**src/rtl/hilo_pkg.sv**
```systemverilog
// Shared definitions for the HI/LO capture logic that wraps the
// combinational divider (and later the multiplier path).
//   HILO_W        : architectural width of HI, LO and the operands
//   HILO_DZ_QUOT  : quotient reported when the divisor is zero
//   hilo_state_e  : capture FSM states
package hilo_pkg;

    localparam int HILO_W = 32;

    localparam logic [HILO_W-1:0] HILO_DZ_QUOT = 32'hFFFF_FFFF;

    typedef enum logic {
        HILO_IDLE   = 1'b0,
        HILO_SETTLE = 1'b1
    } hilo_state_e;

endpackage

```
**src/rtl/mc_settle_counter.sv**
```systemverilog
// Multicycle settle counter: a load/decrement down-counter with a zero
// flag. It is used to time how long a combinational arithmetic path is
// given to settle before its result is captured.
// Ports:
//   clk      in  : clock, rising edge
//   reset    in  : synchronous active-high reset (count -> 0)
//   load     in  : load load_val (takes priority over dec)
//   load_val in  : value to load
//   dec      in  : decrement by one; saturates at zero
//   zero     out : count is zero
module mc_settle_counter #(
    parameter int W = 4
) (
    input  logic         clk,
    input  logic         reset,
    input  logic         load,
    input  logic [W-1:0] load_val,
    input  logic         dec,
    output logic         zero
);

    logic [W-1:0] cnt_q;
    logic [W-1:0] cnt_d;

    // Next count: a load wins over a decrement, and a decrement at zero
    // holds so the counter never wraps around.
    always_comb begin
        cnt_d = cnt_q;
        if (load) begin
            cnt_d = load_val;
        end else if (dec && (cnt_q != '0)) begin
            cnt_d = cnt_q - 1'b1;
        end
    end

    // Count register.
    always_ff @(posedge clk) begin
        if (reset) begin
            cnt_q <= '0;
        end else begin
            cnt_q <= cnt_d;
        end
    end

    assign zero = (cnt_q == '0);

endmodule

```
**src/rtl/hilo_divide_capture.sv**
```systemverilog
// Capture stage around the combinational 32-bit signed divider. A start
// latches the operands onto the divider inputs, waits SETTLE_CYCLES for
// the divider to settle, then captures {remainder, quotient} into HI/LO.
// A zero divisor bypasses the divider and completes in one cycle. In
// IDLE, mthi/mtlo write HI/LO directly.
// Ports:
//   clk, reset           : clock and synchronous active-high reset
//   start                : divide request, sampled only in IDLE
//   dividend, divisor    : signed operands, sampled with start
//   div_a, div_b         : registered operands driving the divider
//   div_result           : divider output {remainder, quotient}
//   mthi, mtlo, wdata    : direct HI/LO writes (IDLE only)
//   hi, lo               : HI (remainder) and LO (quotient) registers
//   busy                 : divide in progress
//   done                 : one-cycle completion pulse, HI/LO valid with it
//   dz                   : last completed divide had a zero divisor
module hilo_divide_capture
    import hilo_pkg::*;
#(
    parameter int SETTLE_CYCLES = 4
) (
    input  logic                clk,
    input  logic                reset,
    input  logic                start,
    input  logic [HILO_W-1:0]   dividend,
    input  logic [HILO_W-1:0]   divisor,
    output logic [HILO_W-1:0]   div_a,
    output logic [HILO_W-1:0]   div_b,
    input  logic [2*HILO_W-1:0] div_result,
    input  logic                mthi,
    input  logic                mtlo,
    input  logic [HILO_W-1:0]   wdata,
    output logic [HILO_W-1:0]   hi,
    output logic [HILO_W-1:0]   lo,
    output logic                busy,
    output logic                done,
    output logic                dz
);

    // Counter reload value: the capture happens on the edge where the
    // counter has already reached zero, so load one less than the window.
    localparam logic [3:0] SETTLE_LOAD = 4'(SETTLE_CYCLES - 1);

    hilo_state_e       state_q, state_d;
    logic [HILO_W-1:0] div_a_q, div_a_d;
    logic [HILO_W-1:0] div_b_q, div_b_d;
    logic [HILO_W-1:0] hi_q, hi_d;
    logic [HILO_W-1:0] lo_q, lo_d;
    logic              done_q, done_d;
    logic              dz_q, dz_d;

    logic              cnt_load;
    logic              cnt_dec;
    logic              cnt_zero;

    mc_settle_counter #(
        .W (4)
    ) u_settle_cnt (
        .clk      (clk),
        .reset    (reset),
        .load     (cnt_load),
        .load_val (SETTLE_LOAD),
        .dec      (cnt_dec),
        .zero     (cnt_zero)
    );

    // Next-state and register updates. In IDLE a start takes priority
    // over move writes; in SETTLE every request is ignored because the
    // pipeline is stalled on busy.
    always_comb begin
        state_d  = state_q;
        div_a_d  = div_a_q;
        div_b_d  = div_b_q;
        hi_d     = hi_q;
        lo_d     = lo_q;
        dz_d     = dz_q;
        done_d   = 1'b0;
        cnt_load = 1'b0;
        cnt_dec  = 1'b0;

        case (state_q)
            HILO_IDLE: begin
                if (start) begin
                    div_a_d = dividend;
                    div_b_d = divisor;
                    if (divisor != '0) begin
                        cnt_load = 1'b1;
                        state_d  = HILO_SETTLE;
                    end else begin
                        // Zero divisor: skip the divider entirely.
                        hi_d   = dividend;
                        lo_d   = HILO_DZ_QUOT;
                        dz_d   = 1'b1;
                        done_d = 1'b1;
                    end
                end else begin
                    if (mthi) begin
                        hi_d = wdata;
                    end
                    if (mtlo) begin
                        lo_d = wdata;
                    end
                end
            end

            HILO_SETTLE: begin
                if (cnt_zero) begin
                    hi_d    = div_result[2*HILO_W-1:HILO_W];
                    lo_d    = div_result[HILO_W-1:0];
                    dz_d    = 1'b0;
                    done_d  = 1'b1;
                    state_d = HILO_IDLE;
                end else begin
                    cnt_dec = 1'b1;
                end
            end

            default: begin
                state_d = HILO_IDLE;
            end
        endcase
    end

    // State and datapath registers.
    always_ff @(posedge clk) begin
        if (reset) begin
            state_q <= HILO_IDLE;
            div_a_q <= '0;
            div_b_q <= '0;
            hi_q    <= '0;
            lo_q    <= '0;
            done_q  <= 1'b0;
            dz_q    <= 1'b0;
        end else begin
            state_q <= state_d;
            div_a_q <= div_a_d;
            div_b_q <= div_b_d;
            hi_q    <= hi_d;
            lo_q    <= lo_d;
            done_q  <= done_d;
            dz_q    <= dz_d;
        end
    end

    assign div_a = div_a_q;
    assign div_b = div_b_q;
    assign hi    = hi_q;
    assign lo    = lo_q;
    assign done  = done_q;
    assign dz    = dz_q;
    assign busy  = (state_q == HILO_SETTLE);

endmodule

```
**config.mk**
```make
export PLATFORM = sky130hd
export DESIGN_NAME = hilo_divide_capture
export DESIGN_NICKNAME = d
export VERILOG_FILES = /design/src/rtl/hilo_pkg.sv /design/src/rtl/mc_settle_counter.sv /design/src/rtl/hilo_divide_capture.sv
export SDC_FILE = /design/constraint.sdc
export NUM_CORES = 1
export LEC_CHECK = 0
export ABC_CLOCK_PERIOD_IN_PS = 1650
export CAP_MARGIN = 40
export CORE_MARGIN = 2
export CORE_UTILIZATION = 29
export DETAILED_ROUTE_END_ITERATION = 10
export PLACE_DENSITY = 0.76
export SLEW_MARGIN = 25
export SYNTH_ARGS = -nofsm -noshare
export SYNTH_HDL_FRONTEND = slang
export SYNTH_SLANG_ARGS = --single-unit
```
**constraint.sdc**
```tcl
create_clock -name clk -period 1.65 [get_ports clk]
set_input_delay 0.33 -clock clk [delete_from_list [all_inputs] [get_ports clk]]
set_output_delay 0.33 -clock clk [all_outputs]
set_load 0.02 [all_outputs]
```
==> flow_summary.json <==
{
  "die_x_um": 147,
  "pwr_density_cell_nw_per_um2": 991,
  "io_buffers": 295,
  "tightest_slew_ps": 476,
  "regArea_sq_um": 2710,
  "cpMostUsedCell": "o21ai_4",
  "cpPeakStageDelay_ps": 360,
  "rsz0062_at_grt": "true",
  "gp_congestion": 0.849,
  "grt_pass1_wl_um": 37400,
  "power.leakage_nw": 4.61,
  "drv_slew": 0,
  "max-cap-violations": 0,
  "crit_arrival_ps": 2120,
  "ioPinCount": 296,
  "cp_max_fo": 7,
  "start_util_pct": 29.4,
  "period_share_pct": 107,
  "worst_slack_ps": -120,
  "yosys_warnings": 0,
  "syn_to_final_growth_pct": 81.6,
  "synth-seq-cells": 135,
  "cts_tree": "done",
  "crit_required_ps": 2000,
  "hp-class": "input pin to flop",
  "ant_nets": 0,
  "drive_gt1_share_pct": 17.4,
  "clock_sink_count": 135,
  "use_met3_pct": 5.84,
  "track_usage_pct": 22.3,
  "crit_type": "flop to flop",
  "preCtsSetupSlack_ps": -671,
  "clkTransAtPathRegs_ps": 60,
  "worstSetupStartpointType": "flop",
  "period_needed_ps": 1770,
  "dpl.hpwl_um": 16500,
  "ys_types": 31,
  "netlist.area_leader.share_pct": 45.8,
  "vias": 6993,
  "drc": 0,
  "drtIter0Drc": 347,
  "outcome": "finished, violations left",
  "violations": "setup timing",
  "critPathCaptureType": "flop",
  "clk_latency_ps": 420,
  "path_cells": "inv_2, ha_4, nand2b_4, o21ai_4, o21ai_4, buf_12, buf_16, or3_4, a21oi_2",
  "first_pass_iters": 4,
  "synthTopCellsByCount": "nand2_1 (163), a21oi_1 (136), dfxtp_1 (135), o21ai_0 (94), clkbuf_1 (63)",
  "via_per_inst": 5.08,
  "synthFlopType": "dfxtp_1",
  "first_global_vias": 6774,
  "max_freq_mhz": 565,
  "busiest_layer": "met2",
  "syn_nets": 929,
  "place_area_sq_um": 9590,
  "final.fill_count": 1889,
  "antenna_found_initial": 0,
  "postLayoutCellArea_sq_um": 10700,
  "power.total_mw": 10.6,
  "wl_per_cell_um": 18.5,
  "skew_ps": 9.48,
  "grt_max_degree": 57,
  "num_rows": 52,
  "synthCells": 763,
  "gr-usage-met1_pct": 27.3,
  "reg2reg_slack_ps": -120,
  "layout.cells.non_filler": 1377,
  "root_buffer": "clkbuf_16",
  "synth_edf_count": 0,
  "setup_violations": 27,
  "yosysSeqAreaShare_pct": 45.8,
  "dp.cells": 1308,
  "finalNetCount": 1259,
  "drt_wl_total_um": 25500,
  "cts_buffer_depth": 2,
  "relSlewSlack_pct": 68.2,
  "use_met2_pct": 38.1,
  "fin_tns_setup_ps": -1300,
  "synth_most_common_cell": "nand2_1",
  "synthArstFlopShare_pct": 0,
  "cts_buffers": 17,
  "die_area_sq_um": 21500,
  "cts_hold_buf": 0,
  "netlist_area_sq_um": 5900,
  "yosys-top-cells-area": "dfxtp_1 (46%), a21oi_1 (12%), nand2_1 (10%), o21ai_0 (8.0%), mux2i_1 (5.4%)",
  "fp.dieH_um": 147,
  "slowest_stage": "or3_4",
  "htreeDepth": 4,
  "syn_area_per_cell_sq_um": 7.74,
  "overflow": 0,
  "multi_input_area_sq_um": 3140,
  "finalHoldViolations": 0,
  "peakVddDrop_mv": 0.708,
  "yosysTopAreaCell": "dfxtp_1",
  "core_sq_um": 20100
}
[where the power goes]
part | internal [mW] | switching (mW)
sequential | 3.54 | 0.133
clock | 2.43 | 1.55
combinational | 1.42 | 1.55
[registers in the layout, summed over array words and instances, names as in the netlist]
register / count
hi: 32
lo: 32
div_a: 32
busy: 1
dz: 1
done: 1
u_settle_cnt.cnt_q: 4
div_b: 32
[what timing repair did]
action | 4_1_cts | 5_1_grt
pin swaps | 27 | 11
gates resized for setup | 222 | 67
cloned | 13 | 4
buffers inserted | 16 | 4
setup endpoints to repair | 199 | 66
endpoints found under the hold margin | 0 | 0
[cell families after synthesis]
logic type	after synthesis	share of synthesized area, %
compound gates	270	24.0
simple gates	248	19.2
flops	135	45.8
buf+inv	76	5.24
mux	32	5.43
xor+xnor	1	0.148
fa+ha+maj	1	0.212
[critical path: cells and delay by family, from the launching register on]
kind / cells / cell delay, ps
AOI/OAI and AO/OA: 3 / 430
and+or+nand+nor: 2 / 420
buffers and inverters: 3 / 380
DFF: 1 / 320
adders and majority gates: 1 / 150
[cells in the final DEF, fill, tap and decap left out, drive strengths merged, types with 8 or more instances in the layout]
| cell | n |
|---|---|
| nor4 | 8 |
| mux2i | 32 |
| clkbuf | 33 |
| o21ai | 99 |
| clkdlybuf4s50 | 130 |
| nand2 | 163 |
| dlygate4sd2 | 137 |
| buf | 94 |
| o22ai | 32 |
| or3 | 33 |
| a21oi | 138 |
| dfxtp | 135 |
| nand3 | 33 |
[final timing paths]
kind              depth (start not counted)                     end                               start
setup / recovery                          9     lo[30]$_SDFFE_PP0P_  u_settle_cnt.cnt_q[0]$_SDFFE_PP0P_
hold / removal                            3  div_b[15]$_SDFFE_PP0P_                         divisor[15]
setup reg to reg                          9     lo[30]$_SDFFE_PP0P_  u_settle_cnt.cnt_q[0]$_SDFFE_PP0P_
hold reg to reg                           2  div_a[17]$_SDFFE_PP0P_              div_a[17]$_SDFFE_PP0P_
[area by class of cell]
class / count / area share [%]
well taps: 270 / 3.15
flip-flops and latches: 135 / 25.3
diodes: 1 / 0.0234
clock inverters: 14 / 1.60
inverters: 3 / 0.175
multi-input cells: 553 / 29.3
repair buffers: 383 / 36.4
clock buffers: 18 / 4.10
[metrics by stage]
stage	hold WS (ps)	util [%]
floorplan	466	-
global placement	441	47.7
detailed placement	446	47.7
CTS	184	52.9
global route	157	53.3
finish	166	53.3
[metal layers]
| layer | wire length, um | vias up |
|---|---|---|
| met5 | 0 | - |
| met4 | 558 | 0 |
| met3 | 1830 | 35 |
| met2 | 12400 | 287 |
| met1 | 10700 | 3311 |
| li1 | - | 3360 |
No activity file was read; power rests on OpenSTA's default activity.
